## src/rtl/mem_port_arbiter_pkg.sv

```systemverilog
// Shared types and constants for the memory port arbiter.
// FSM state encoding, memory read/write codes, port selectors.
package mem_port_arbiter_pkg;

  typedef enum logic [2:0] {
    S_IDLE,
    S_SETUP,
    S_STROBE,
    S_WAIT,
    S_RELEASE
  } state_e;

  localparam logic RW_READ  = 1'b1;
  localparam logic RW_WRITE = 1'b0;

  localparam logic PORT_I = 1'b0;
  localparam logic PORT_D = 1'b1;

endpackage

```

## src/rtl/mem_req_grant.sv

```systemverilog
// Two-way alternating-priority grant between the I and D ports.
// Ports: clk_i/rst_i, i_req_i/d_req_i requests, take_i grant accepted,
//        valid_o some request present, port_o selected port.
module mem_req_grant
  import mem_port_arbiter_pkg::*;
(
  input  logic clk_i,
  input  logic rst_i,
  input  logic i_req_i,
  input  logic d_req_i,
  input  logic take_i,
  output logic valid_o,
  output logic port_o
);

  logic ptr_q;
  logic ptr_d;
  logic both;

  assign both    = i_req_i && d_req_i;
  assign valid_o = i_req_i || d_req_i;

  always_comb begin
    port_o = ptr_q;
    unique case (1'b1)
      both:                  port_o = ptr_q;
      (d_req_i && !i_req_i): port_o = PORT_D;
      (i_req_i && !d_req_i): port_o = PORT_I;
      default:               port_o = ptr_q;
    endcase
  end

  // Pointer only moves when a contended grant is taken.
  always_comb begin
    ptr_d = ptr_q;
    if (take_i && both) begin
      ptr_d = (port_o == PORT_D) ? PORT_I : PORT_D;
    end
  end

  always_ff @(posedge clk_i) begin
    if (rst_i) begin
      ptr_q <= PORT_D;
    end else begin
      ptr_q <= ptr_d;
    end
  end

endmodule

```

## src/rtl/mem_port_arbiter.sv

```systemverilog
// Shares the main memory between fetch (I) and load/store (D) ports.
// Ports: I/D Req/Ack requester side, Mem* memory Enable/RW/MOC side, Err timeout.
module mem_port_arbiter
  import mem_port_arbiter_pkg::*;
#(
  parameter int ADDR_W  = 9,
  parameter int DATA_W  = 8,
  parameter int TIMEOUT = 16
) (
  input  logic              Clk,
  input  logic              Reset,
  input  logic              IReq,
  input  logic [ADDR_W-1:0] IAddr,
  output logic [DATA_W-1:0] IData,
  output logic              IAck,
  input  logic              DReq,
  input  logic              DRW,
  input  logic [ADDR_W-1:0] DAddr,
  input  logic [DATA_W-1:0] DWData,
  output logic [DATA_W-1:0] DRData,
  output logic              DAck,
  output logic              Err,
  output logic              MemEnable,
  output logic              MemReadWrite,
  output logic [ADDR_W-1:0] MemAddress,
  output logic [DATA_W-1:0] MemDataIn,
  input  logic [DATA_W-1:0] MemDataOut,
  input  logic              MemMOC
);

  localparam int CNT_W = $clog2(TIMEOUT);

  state_e state_q;
  state_e state_d;

  logic              gnt_valid;
  logic              gnt_port;
  logic              take;
  logic              last_wait;
  logic              port_q;
  logic              rw_q;
  logic              tout_q;
  logic [ADDR_W-1:0] addr_q;
  logic [DATA_W-1:0] wdata_q;
  logic [DATA_W-1:0] idata_q;
  logic [DATA_W-1:0] drdata_q;
  logic [CNT_W-1:0]  cnt_q;

  // A stale MOC from the previous access blocks new grants.
  assign take = (state_q == S_IDLE) && !MemMOC && gnt_valid;

  assign last_wait = (cnt_q == CNT_W'(TIMEOUT - 1));

  mem_req_grant u_grant (
    .clk_i   (Clk),
    .rst_i   (Reset),
    .i_req_i (IReq),
    .d_req_i (DReq),
    .take_i  (take),
    .valid_o (gnt_valid),
    .port_o  (gnt_port)
  );

  always_ff @(posedge Clk) begin
    if (Reset) begin
      state_q <= S_IDLE;
    end else begin
      state_q <= state_d;
    end
  end

  always_comb begin
    state_d = state_q;
    unique case (state_q)
      S_IDLE: begin
        if (take) begin
          state_d = S_SETUP;
        end
      end
      S_SETUP:  state_d = S_STROBE;
      S_STROBE: state_d = S_WAIT;
      S_WAIT: begin
        if (MemMOC || last_wait) begin
          state_d = S_RELEASE;
        end
      end
      S_RELEASE: state_d = S_IDLE;
      default:   state_d = S_IDLE;
    endcase
  end

  always_ff @(posedge Clk) begin
    if (Reset) begin
      port_q   <= PORT_D;
      rw_q     <= RW_WRITE;
      addr_q   <= '0;
      wdata_q  <= '0;
      idata_q  <= '0;
      drdata_q <= '0;
      cnt_q    <= '0;
      tout_q   <= 1'b0;
    end else begin
      if (take) begin
        port_q <= gnt_port;
        if (gnt_port == PORT_D) begin
          addr_q  <= DAddr;
          rw_q    <= DRW;
          wdata_q <= DWData;
        end else begin
          addr_q  <= IAddr;
          rw_q    <= RW_READ;
          wdata_q <= '0;
        end
      end
      if (state_q == S_STROBE) begin
        cnt_q  <= '0;
        tout_q <= 1'b0;
      end
      if (state_q == S_WAIT) begin
        if (MemMOC) begin
          if (rw_q == RW_READ) begin
            if (port_q == PORT_I) begin
              idata_q <= MemDataOut;
            end else begin
              drdata_q <= MemDataOut;
            end
          end
        end else begin
          cnt_q <= cnt_q + CNT_W'(1);
          if (last_wait) begin
            tout_q <= 1'b1;
          end
        end
      end
    end
  end

  always_comb begin
    MemEnable = 1'b0;
    IAck      = 1'b0;
    DAck      = 1'b0;
    Err       = 1'b0;
    unique case (state_q)
      S_STROBE, S_WAIT: MemEnable = 1'b1;
      S_RELEASE: begin
        IAck = (port_q == PORT_I);
        DAck = (port_q == PORT_D);
        Err  = tout_q;
      end
      default: ;
    endcase
  end

  assign MemAddress   = addr_q;
  assign MemReadWrite = rw_q;
  assign MemDataIn    = wdata_q;
  assign IData        = idata_q;
  assign DRData       = drdata_q;

endmodule
```

## config.mk

```make
export PLATFORM = sky130hd
export DESIGN_NAME = mem_port_arbiter
export DESIGN_NICKNAME = d
export VERILOG_FILES = /design/src/rtl/mem_port_arbiter_pkg.sv /design/src/rtl/mem_req_grant.sv /design/src/rtl/mem_port_arbiter.sv
export SDC_FILE = /design/constraint.sdc
export NUM_CORES = 1
export LEC_CHECK = 0
export CORE_MARGIN = 3
export CORE_UTILIZATION = 40
export DETAILED_ROUTE_END_ITERATION = 6
export DONT_BUFFER_PORTS = 1
export PLACE_DENSITY_LB_ADDON = 0.1
export SLEW_MARGIN = 15
export SYNTH_ARGS = -nofsm -noshare
export SYNTH_HDL_FRONTEND = slang
export SYNTH_SLANG_ARGS = --single-unit
```

## constraint.sdc

```tcl
create_clock -name Clk -period 2.2 [get_ports Clk]
set_clock_uncertainty 0.2 [all_clocks]
set_input_delay 0.22 -clock Clk [delete_from_list [all_inputs] [get_ports Clk]]
set_output_delay 0.22 -clock Clk [all_outputs]
set_load 0.005 [all_outputs]
```

[Word-level counts from Yosys, hierarchy flattened]
Index checks and enable logic that the tools add are counted.
Storage, ports and cells
  flip-flop bits (word level): 44
  word-level logic and storage cells: 54
Operators by class
  muxes and demuxes: 19
  bitwise operators: 1
  add/sub/neg operators: 1
  reduce and logical (&&, ||, !) cells: 16
  eq/ne operators: 7
Operators with widths (count)
  $mux 4: 3
  $pmux 3 s4: 1
  $mux 1: 10
  $mux 9: 1
  $mux 8: 1
  $reduce_and 4->1: 2
  $eq 3x2->1 const B: 2
  $logic_and 1x1->1: 6
  $mux 3: 2
  $add 4x1->4 const B: 1
  $eq 4x4->1 const B: 1
  $eq 3x1->1 const B: 1
  $eq 3x3->1 const B: 1
  $logic_not 1->1: 3
  $logic_not 3->1: 1
  $logic_or 1x1->1: 2
  $ne 2x1->1 const B: 1
  $ne 2x2->1 const B: 1
  $pmux 1 s2: 1
  $reduce_and 2->1: 1
  $reduce_or 2->1: 1
  $not 1->1: 1

[Depth between registers and ports, before layout]
Gate-level depths: netlist of the first run.
  depth in word-level cells: 5
  mapped depth: 6
  gate-level depth less buffers: 5

[By module]
A second synthesis of the first run with hierarchy kept.
Second synthesis, totals
  cell total of the unflattened synthesis: 219
  area total of the unflattened synthesis: 2059.5 um^2
By module, submodules not included
  mem_port_arbiter: area an instance 1935.6 um^2, cells an instance 206, instances 1, seq. area each 860.8 um^2
  mem_req_grant: area an instance 123.9 um^2, cells an instance 13, instances 1, seq. area each 20.0 um^2

[Least setup slack after synthesis of the first run]
No wires, ideal clock.
  path kind: in2reg
  start point: in IReq
  end point: reg addr_q[0], in the netlist MemAddress[0]
  library setup time: 0.091 ns
  path buffers: 1
  stages: 6
  path slack: 0.547 ns
  required time: 1.909 ns
  data arrival time: 1.363 ns
  cell sequence: inv_1 -> ha_1 -> mux2i_1 -> clkbuf_1 -> nand2_1 -> a311oi_1
On the way
  longest elaborated chain between the ends: 4
RTL lines
  start, declared: line mem_port_arbiter.sv:12  | input logic IReq,
  $logic_not 1->1: line mem_req_grant.sv:27  | (d_req_i && !i_req_i): port_o = PORT_D;
  $logic_and 1x1->1: line mem_req_grant.sv:27
  $pmux 1 s2: line mem_req_grant.sv:25  | unique case (1'b1)
  $mux 9: line mem_port_arbiter.sv:105  | if (gnt_port == PORT_D) begin
  end signal, assigned: line mem_port_arbiter.sv:106  | addr_q <= DAddr;
  end signal, assigned: line mem_port_arbiter.sv:110  | addr_q <= IAddr;
  end, declared: line mem_port_arbiter.sv:43  | logic [ADDR_W-1:0] addr_q;
Several ways; a longest one is shown, not always the timed one.
A chain may end at the register's enable or synchronous reset.

[Worst setup path in the final report of the first run]
  start point: reg state_q[0]
  end point: reg addr_q[3], in the netlist MemAddress[3]
On the way
  longest elaborated chain between the ends: 3
RTL lines
  start, declared: line mem_port_arbiter.sv:33  | state_e state_q;
  start signal, assigned: line mem_port_arbiter.sv:68  | state_q <= state_d;
  $logic_not 3->1: line mem_port_arbiter.sv:50  | assign take = (state_q == S_IDLE) && !MemMOC && gnt_valid;
  $logic_and 1x1->1 (2 in a row): line mem_port_arbiter.sv:50
No other way between the ends.

==> results of run 1 <==
-- final cells by class --
type,count,area [µm²]
fill,438,2260
multi-input combinational,160,1060
sequential,44,881
timing repair buffer,46,448
clock buffer,7,86.3
tap,67,83.8
inverter,5,18.8
clock inverter,1,7.51
-- flip-flops by register name (all words and copies together) (netlist names) --
| signal | flops |
|---|---|
| u_grant.ptr_q | 1 |
| MemReadWrite | 1 |
| port_q | 1 |
| state_q | 3 |
| MemAddress | 9 |
| tout_q | 1 |
| MemDataIn | 8 |
| cnt_q | 4 |
| DRData | 8 |
| IData | 8 |
-- metal layers --
| metal | track usage | up-vias |
|---|---|---|
| li1 | - | 876 |
| met1 | 0.207 | 848 |
| met5 | 0 | - |
| met4 | 0.0498 | 0 |
| met3 | 0.0661 | 5 |
| met2 | 0.280 | 57 |
-- layout by cell type, fill, tap and decap left out, types with 3 or more instances in the layout --
master         count
a21oi_1           20
a311oi_1           9
a31oi_1            5
buf_4              9
clkbuf_8           6
dfxtp_1           44
dlygate4sd3_1     36
ha_1               4
inv_1              5
mux2i_1           17
nand2_1           25
nand2b_1          27
nand3_1            3
nand4_1            8
nor2_1             4
nor3_1             3
o21ai_0           10
-- per-stage QoR --
step	hold slack [ps]	worst slack, ps	utilization	std cells	instance area, µm²
finish	26.7	295	0.534	330	2590
global route	31.9	221	0.534	330	2590
CTS	19.2	302	0.534	330	2590
detailed placement	95.5	312	0.436	285	2110
global placement	95.0	378	0.436	285	2110
floorplan	180	547	-	229	2050
-- critical path, stage by stage, from the launching register on --
cell      delay (ps)
dfxtp_1          470
or4_4            690
nor2_4           270
a311oi_1         150
-- power breakdown --
group	internal [mW]	switching, mW	total, mW
Combinational	0.127	0.125	0.252
Sequential	0.833	0.0443	0.877
Clock	0.255	0.273	0.529
Total	1.22	0.442	1.66
-- what timing repair did --
action	in CTS	in global routing
endpoints found under the hold margin	44	0
resized for setup	0	0
hold buffers	37	0
setup buffers	0	0
-- logic make-up after synthesis --
family | after synthesis | share of synthesized area
and+or+nand+nor | 90 | 0.258
muxes | 18 | 0.0886
buffers and inverters | 25 | 0.0568
AOI/OAI and AO/OA | 48 | 0.142
DFF | 44 | 0.430
adders and majority gates | 4 | 0.0245
-- final timing paths --
path,start,end,slack [ps],cells after the start
worst min-delay path,Reset,MemDataIn[4]$_SDFFE_PP0P_,30,2
worst min register to register,IData[3]$_SDFFE_PP0P_,IData[3]$_SDFFE_PP0P_,300,2
worst max register to register,state_q[0]$_SDFFE_PP0P_,MemAddress[3]$_SDFFE_PP0P_,290,3
worst max-delay path,state_q[0]$_SDFFE_PP0P_,MemAddress[3]$_SDFFE_PP0P_,290,3
==> flow_summary.yaml, run 1 <==
timing:
  setup_viol: 0
  min_period_ps: 1910
  finalHoldViolCount: 0
  tightest_slew_ps: 515
  relSlewSlack: 0.656
  drv_slew: 0
  rsz0062_at_grt: "false"
  period_share: 0.866
  max_freq_ghz: 0.525
  finalSetupTns_ps: 0
cts:
  cts_tree: "done"
  clk_pin_slew_worst_paths_ps: 80
  root_buffer: "clkbuf_8"
  clock-sinks: 44
  cts_buffers: 5
  clk_path_buf_depth: 2
  clock_latency_ps: 290
  cts-htree-levels: 2
setup_path:
  cp.arrival_ps: 1870
  cp_data_required_time_ps: 2160
  cp_max_fo: 15
  worst_setup_path_end_kind: "flop"
  cp-start-kind: "flop"
  path_class: "reg2reg"
hold_path:
  hold_class: "in2reg"
floorplan:
  die_w_um: 77.5
  ios: 78
  die_y_um: 77.5
  start_util: 0.422
  die_area_um2: 6010
  core_um2: 4850
  rows: 25
pwr:
  power.total_mw: 1.66
  powerDensity_nw_per_um2: 640
  max-vdd-ir-drop_mv: 0.222
  leakagePower_nw: 0.967
drt:
  via_per_inst: 5.41
  vias: 1786
  wl_met1_mm: 2.21
  avgRoutedWirePerCell_um: 15.5
  dr.pass1.iters: 4
  drcViolationCount: 0
  met2_length_mm: 2.46
  drt_iter0_markers: 97
  wl_met3_um: 395
  route.top_layer_used: "met4"
  ant_nets: 0
  wl_mm: 5.11
global_routing:
  grt_first_pass_wirelength_mm: 8.35
  grt_max_degree: 53
  grt_overflow: 0
  antenna_found_initial: 0
  grt_pass1_vias: 1696
  track_usage: 0.171
synthesis:
  synth_edf_count: 0
  synthDistinctLibCells: 37
  synth_top_cell_by_area: "dfxtp_1"
  syn_inst: 229
  yosysSeqAreaShare: 0.430
  synth_fp_nets: 273
  yosysWarnings: 0
  syn_area_per_cell_um2: 8.94
  yosysTopAreaCellShare: 0.430
  yosysMostFrequentCell: "dfxtp_1"
  synth_common_cells: "dfxtp_1, nand2b_1, nand2_1"
  ys.flop_type: "dfxtp_1"
  netlist_area_um2: 2050
  synthArstFlopShare: 0
  ys_ff_latch: 44
  synth.area.top_cells: "dfxtp_1, mux2i_1, nand2b_1"
place:
  place_congestion: 0.748
  dp_hpwl_mm: 3.45
  place.port_buffers: 0
finish:
  diodes: 0
  layout.nets: 306
  layout-drive-gt1-share: 0.0913
  syn_to_final_growth_pct: 26.5
job:
  max_cap_viol_count: 0
outcome:
  status: "completed"
No activity file was read; power rests on OpenSTA's default activity.
==> run 2, diff against run 1 <==
--- a/config.mk
+++ b/config.mk
@@ -5,8 +5,9 @@
 export SDC_FILE = /design/constraint.sdc
 export NUM_CORES = 1
 export LEC_CHECK = 0
-export CORE_MARGIN = 3
+export CORE_MARGIN = 2
 export CORE_UTILIZATION = 40
+export CTS_CLUSTER_SIZE = 10
 export DETAILED_ROUTE_END_ITERATION = 6
 export DONT_BUFFER_PORTS = 1
 export PLACE_DENSITY_LB_ADDON = 0.1
==> run 2 against run 1 <==
Effect of this change:
- via count shrank 1.2%
- wire length shrank 4.1%
- hold slack lost 9.3 ps
- core utilization shrank 2.2 points
- clock power shrank 9.5%
- critical path depth is the same
- count of clock-buffer cells in the layout shrank 2
- flip-flop and latch count is the same
- combinational power shrank 2%
- worst setup slack lost 42 ps
- final area shrank 0.92%
- die area shrank 5.1%
- critical path type is now reg2out
- largest power group unchanged
==> flow_summary.yaml, run 2 (synthesized netlist as in run 1, its figures left out) <==
cts:
  root_buffer: "clkbuf_8"
  clock_latency_ps: 290
  cts-htree-levels: 2
  cts_buffers: 5
  clk_path_buf_depth: 2
  clock-sinks: 44
  cts_setup_buffers: 0
  cts_tree: "done"
  clk_pin_slew_worst_paths_ps: 80
pwr:
  max-vdd-ir-drop_mv: 0.317
  p_clk_frac: 0.299
  combPwrFrac: 0.154
  power.total_mw: 1.60
  seqPwrFrac: 0.548
  powerDensity_nw_per_um2: 625
  leakagePower_nw: 0.952
  power.switching_mw: 0.428
  swShare: 0.267
  intPower_mw: 1.18
place:
  dp_slack_ps: 352
  dp_hpwl_mm: 3.20
  place.port_buffers: 0
  place_congestion: 0.715
  place_inst: 286
job:
  max_cap_viol_count: 0
global_routing:
  track_usage: 0.175
  grt_pass1_vias: 1664
  grt_overflow: 0
  grt_first_pass_wirelength_mm: 7.61
  grt_max_degree: 53
  antenna_found_initial: 0
timing:
  finalSetupTns_ps: 0
  relSlewSlack: 0.656
  max_freq_ghz: 0.514
  drv_slew: 0
  rsz0062_at_grt: "false"
  worst_slack_ps: 253
  finalHoldViolCount: 0
  whs_ps: 17.3
  period_share: 0.885
  min_period_ps: 1950
  setup_viol: 0
  tightest_slew_ps: 515
finish:
  syn_to_final_growth_pct: 25.3
  diodes: 0
  num-fill-cells: 498
  finalNonFillerCells: 330
  layout-drive-gt1-share: 0.0846
  final_cell_mix: "dfxtp_1, dlygate4sd3_1, nand2b_1"
  largest_reg_flops: 9
  layout.nets: 304
  final_common_cell: "dfxtp_1"
drt:
  ant_nets: 0
  wl_mm: 4.90
  vias: 1765
  drt_iter0_markers: 109
  drcViolationCount: 0
  via_per_inst: 5.35
  dr.pass1.iters: 6
  avgRoutedWirePerCell_um: 14.9
setup_path:
  reg2reg_to: "MemAddress[3]$_SDFFE_PP0P_"
  r2r_start: "state_q[0]$_SDFFE_PP0P_"
  crit_family: "flip-flops"
  r2r.worst_path.cells: 3
  cp_cell_sequence: "buf_4, inv_1, nor4_1"
  crit_start: "state_q[2]$_SDFFE_PP0P_"
  crit_path_end: "IAck"
  cpPeakStageDelay_ps: 530
  slowest_stage: "dfxtp_1"
  path_buf_inv: 2
  cp.arrival_ps: 1530
  cp-start-kind: "flop"
  cp_data_required_time_ps: 1780
  worst-r2r-setup-slack_ps: 360
  worst_setup_path_end_kind: "output pin"
  cp.depth: 3
  path_class: "reg2out"
  cp_max_fo: 12
floorplan:
  ios: 78
  die_y_um: 75.5
  core_um2: 5010
  die_area_um2: 5710
  die_w_um: 75.5
  rows: 26
  start_util: 0.409
outcome:
  status: "completed"
hold_path:
  hold_class: "in2reg"
## run 2: power groups by stage
stage	logic (mW)	registers, mW	clock network, mW
floorplan	0.168	0.874	0
global placement	0.173	0.896	0
detailed placement	0.178	0.896	0
CTS	0.246	0.878	0.501
global route	0.275	0.884	0.529
finish	0.246	0.878	0.479
## run 2: area by class of cell
class	instances	area, µm²	area share
tap	70	87.6	0.0341
multi-input combinational	160	1060	0.415
inverter	5	18.8	0.00732
clock buffer	5	68.8	0.0268
timing repair buffer	44	433	0.169
clock inverter	2	12.5	0.00488
sequential	44	881	0.343
## run 2: per-layer routing
metal | GRT usage | wire, µm
met1 | 0.201 | 2000
met2 | 0.305 | 2450
met3 | 0.0622 | 395
met4 | 0.0526 | 60
met5 | 0 | 0
## run 2: worst min path at each step
stage | depth (start not counted) | slack, ps | from | end
2_1_floorplan | 2 | 180 | IAddr[0] | MemAddress[0]$_SDFFE_PP0P_
3_3_place_gp | 1 | 90 | Reset | cnt_q[3]$_SDFF_PP0_
3_5_place_dp | 1 | 100 | Reset | MemDataIn[4]$_SDFFE_PP0P_
4_1_cts | 2 | 10 | Reset | MemAddress[2]$_SDFFE_PP0P_
5_1_grt | 2 | 30 | Reset | MemDataIn[4]$_SDFFE_PP0P_
6_report | 2 | 20 | Reset | cnt_q[0]$_SDFF_PP0_
## run 2: through the flow
step / util / cell area [µm²]
after floorplan: - / 2050
after global placement: 0.420 / 2100
after detailed placement: 0.420 / 2100
after CTS: 0.512 / 2560
after global routing: 0.512 / 2560
final: 0.512 / 2560
## run 2: what timing repair did
| action | 4_1_cts | 5_1_grt |
|---|---|---|
| hold buffers | 37 | 0 |
| gates resized for setup | 0 | 0 |
| hold endpoints to repair | 44 | 0 |
==> run 3, diff against run 2 <==
--- a/config.mk
+++ b/config.mk
@@ -5,6 +5,7 @@
 export SDC_FILE = /design/constraint.sdc
 export NUM_CORES = 1
 export LEC_CHECK = 0
+export ABC_AREA = 1
 export CORE_MARGIN = 2
 export CORE_UTILIZATION = 40
 export CTS_CLUSTER_SIZE = 10
==> constraint.sdc (replaced) <==
create_clock -name Clk -period 2.2 [get_ports Clk]
set_clock_uncertainty 0.2 [all_clocks]
set_input_delay 0.22 -clock Clk [delete_from_list [all_inputs] [get_ports Clk]]
set_output_delay 0.22 -clock Clk [all_outputs]
set_load 0.01 [all_outputs]
==> run 3 against run 2 <==
Effect of this change:
- cell count grew 27%
- final area is essentially flat
- total power grew 6.8%
- critical endpoint is now MemDataIn[4]$_SDFFE_PP0P_
==> flow_summary.yaml, run 3 <==
outcome:
  status: "completed"
drt:
  drcViolationCount: 0
  via_per_inst: 4.48
  vias: 1872
  wl_mm: 4.70
  ant_nets: 0
  dr.pass1.iters: 4
  drt_iter0_markers: 61
  avgRoutedWirePerCell_um: 11.2
global_routing:
  grt_first_pass_wirelength_mm: 7.61
  grt_overflow: 0
  grt_pass1_vias: 1760
  antenna_found_initial: 0
  grt_max_degree: 26
  track_usage: 0.177
synthesis:
  syn_area_per_cell_um2: 6.49
  synth_edf_count: 0
  synth_common_cells: "nand2_1, nor2_1, dfxtp_1"
  syn_inst: 311
  ys_ff_latch: 44
  yosysTopAreaCellShare: 0.436
  synth.area.top_cells: "dfxtp_1, nand2_1, nor2_1"
  synthArstFlopShare: 0
  synthDistinctLibCells: 21
  yosysWarnings: 0
  netlist_area_um2: 2020
  synth_top_cell_by_area: "dfxtp_1"
  yosysSeqAreaShare: 0.436
  synth_fp_nets: 355
  ys.flop_type: "dfxtp_1"
  yosysMostFrequentCell: "nand2_1"
pwr:
  leakagePower_nw: 1.17
  powerDensity_nw_per_um2: 667
  max-vdd-ir-drop_mv: 0.315
floorplan:
  die_y_um: 75.1
  core_um2: 4790
  ios: 78
  rows: 25
  start_util: 0.422
  die_area_um2: 5630
  die_w_um: 75.1
finish:
  final_area_um2: 2570
  final_cell_mix: "nand2_1, nor2_1, dfxtp_1"
  syn_to_final_growth_pct: 27.1
  final_common_cell: "nand2_1"
  seqCellArea_um2: 881
  layout.nets: 395
  final_util: 0.536
  layout-drive-gt1-share: 0.0627
  largest_reg_flops: 9
  diodes: 0
  num-fill-cells: 466
  multi_input_area_um2: 962
cts:
  clock_latency_ps: 300
  cts_tree: "done"
  clk_path_buf_depth: 2
  cts-htree-levels: 2
  cts_buffers: 5
  root_buffer: "clkbuf_8"
  clock-sinks: 44
  clk_pin_slew_worst_paths_ps: 90
timing:
  drv_slew: 0
  period_share: 0.922
  finalSetupTns_ps: 0
  worst_slack_ps: 171
  rsz0062_at_grt: "false"
  tightest_slew_ps: 665
  relSlewSlack: 0.556
  finalHoldViolCount: 0
  max_freq_ghz: 0.493
  setup_viol: 0
  whs_ps: 26.2
  min_period_ps: 2030
place:
  dp_slack_ps: 491
  placed_area_um2: 2080
  place.port_buffers: 0
  place_congestion: 0.765
  dp_hpwl_mm: 3.20
job:
  max_cap_viol_count: 0
setup_path:
  cp-start-kind: "input pin"
  worst_setup_path_end_kind: "flop"
  cp_max_fo: 14
  path_class: "in2reg"
  cp.arrival_ps: 2080
  r2r.worst_path.cells: 9
  cp_data_required_time_ps: 2250
hold_path:
  hold_class: "in2reg"
  whs_path_depth: 4
[run 3: cell types whose count changed in the layout (fill, tap and decap cells not counted), sizes merged, moves of 7 or more]
cell / delta
a311oi: -9
nand2b: -27
a21oi: -7
nand4: -7
inv: +28
mux2i: -17
nand2: +71
nor2: +73
[run 3: power by group]
part / internal (mW) / switching [mW]
Combinational: 0.152 / 0.178
Sequential: 0.841 / 0.0527
Clock: 0.215 / 0.274
Total: 1.21 / 0.505
[run 3: per-stage QoR]
step / total power [mW] / instances
after floorplan: 1.11 / 311
after global placement: 1.15 / 372
after detailed placement: 1.16 / 372
after CTS: 1.72 / 417
after global routing: 1.82 / 418
final: 1.71 / 418
[run 3: logic make-up (layout without fill, tap and decap cells)]
family | after synthesis | after routing | share of synthesized area
flip-flops | 44 | 44 | 0.436
adder cells (fa/ha/maj) | 4 | 4 | 0.0248
AO/OA/AOI/OAI | 32 | 32 | 0.0818
buffers and inverters | 46 | 86 | 0.0923
AND/OR/NAND/NOR | 185 | 185 | 0.365
[run 3: worst paths after layout]
| kind | from | end | slack [ps] |
|---|---|---|---|
| worst max-delay path | MemMOC | MemDataIn[4]$_SDFFE_PP0P_ | 170 |
| worst min-delay path | MemMOC | state_q[2]$_SDFFE_PP0P_ | 30 |
| worst max register to register | u_grant.ptr_q$_SDFFE_PP1P_ | MemAddress[1]$_SDFFE_PP0P_ | 290 |
| worst min register to register | tout_q$_SDFF_PP0_ | tout_q$_SDFF_PP0_ | 270 |
[run 3: timing repair]
| action | 4_1_cts | 5_1_grt |
|---|---|---|
| endpoints found under the setup margin | 0 | 2 |
| resized for setup | 0 | 3 |
| buffers inserted | 0 | 1 |
| hold buffers | 38 | 0 |
| endpoints found under the hold margin | 42 | 0 |
[run 3: final cells by class]
type	instances	share of cell area
Multi-Input combinational cell	221	0.375
Sequential cell	44	0.343
Timing Repair Buffer	43	0.163
Inverter	36	0.0551
Tap cell	67	0.0327
Clock buffer	5	0.0268
Clock inverter	2	0.00487
[run 3: per-layer routing]
metal	track usage	up-vias	routed length, µm
met2	0.294	53	2160
li1	-	1017	-
met1	0.213	797	2120
met5	0	-	0
met3	0.0616	5	363
met4	0.0575	0	53
[run 3: critical path: stages]
cell           delay (ps)
dlygate4sd3_1         550
nor2_1                230
nand3_4               220
clkinvlp_4            140
nand2_1                50
a21oi_1               100
dlygate4sd3_1         560
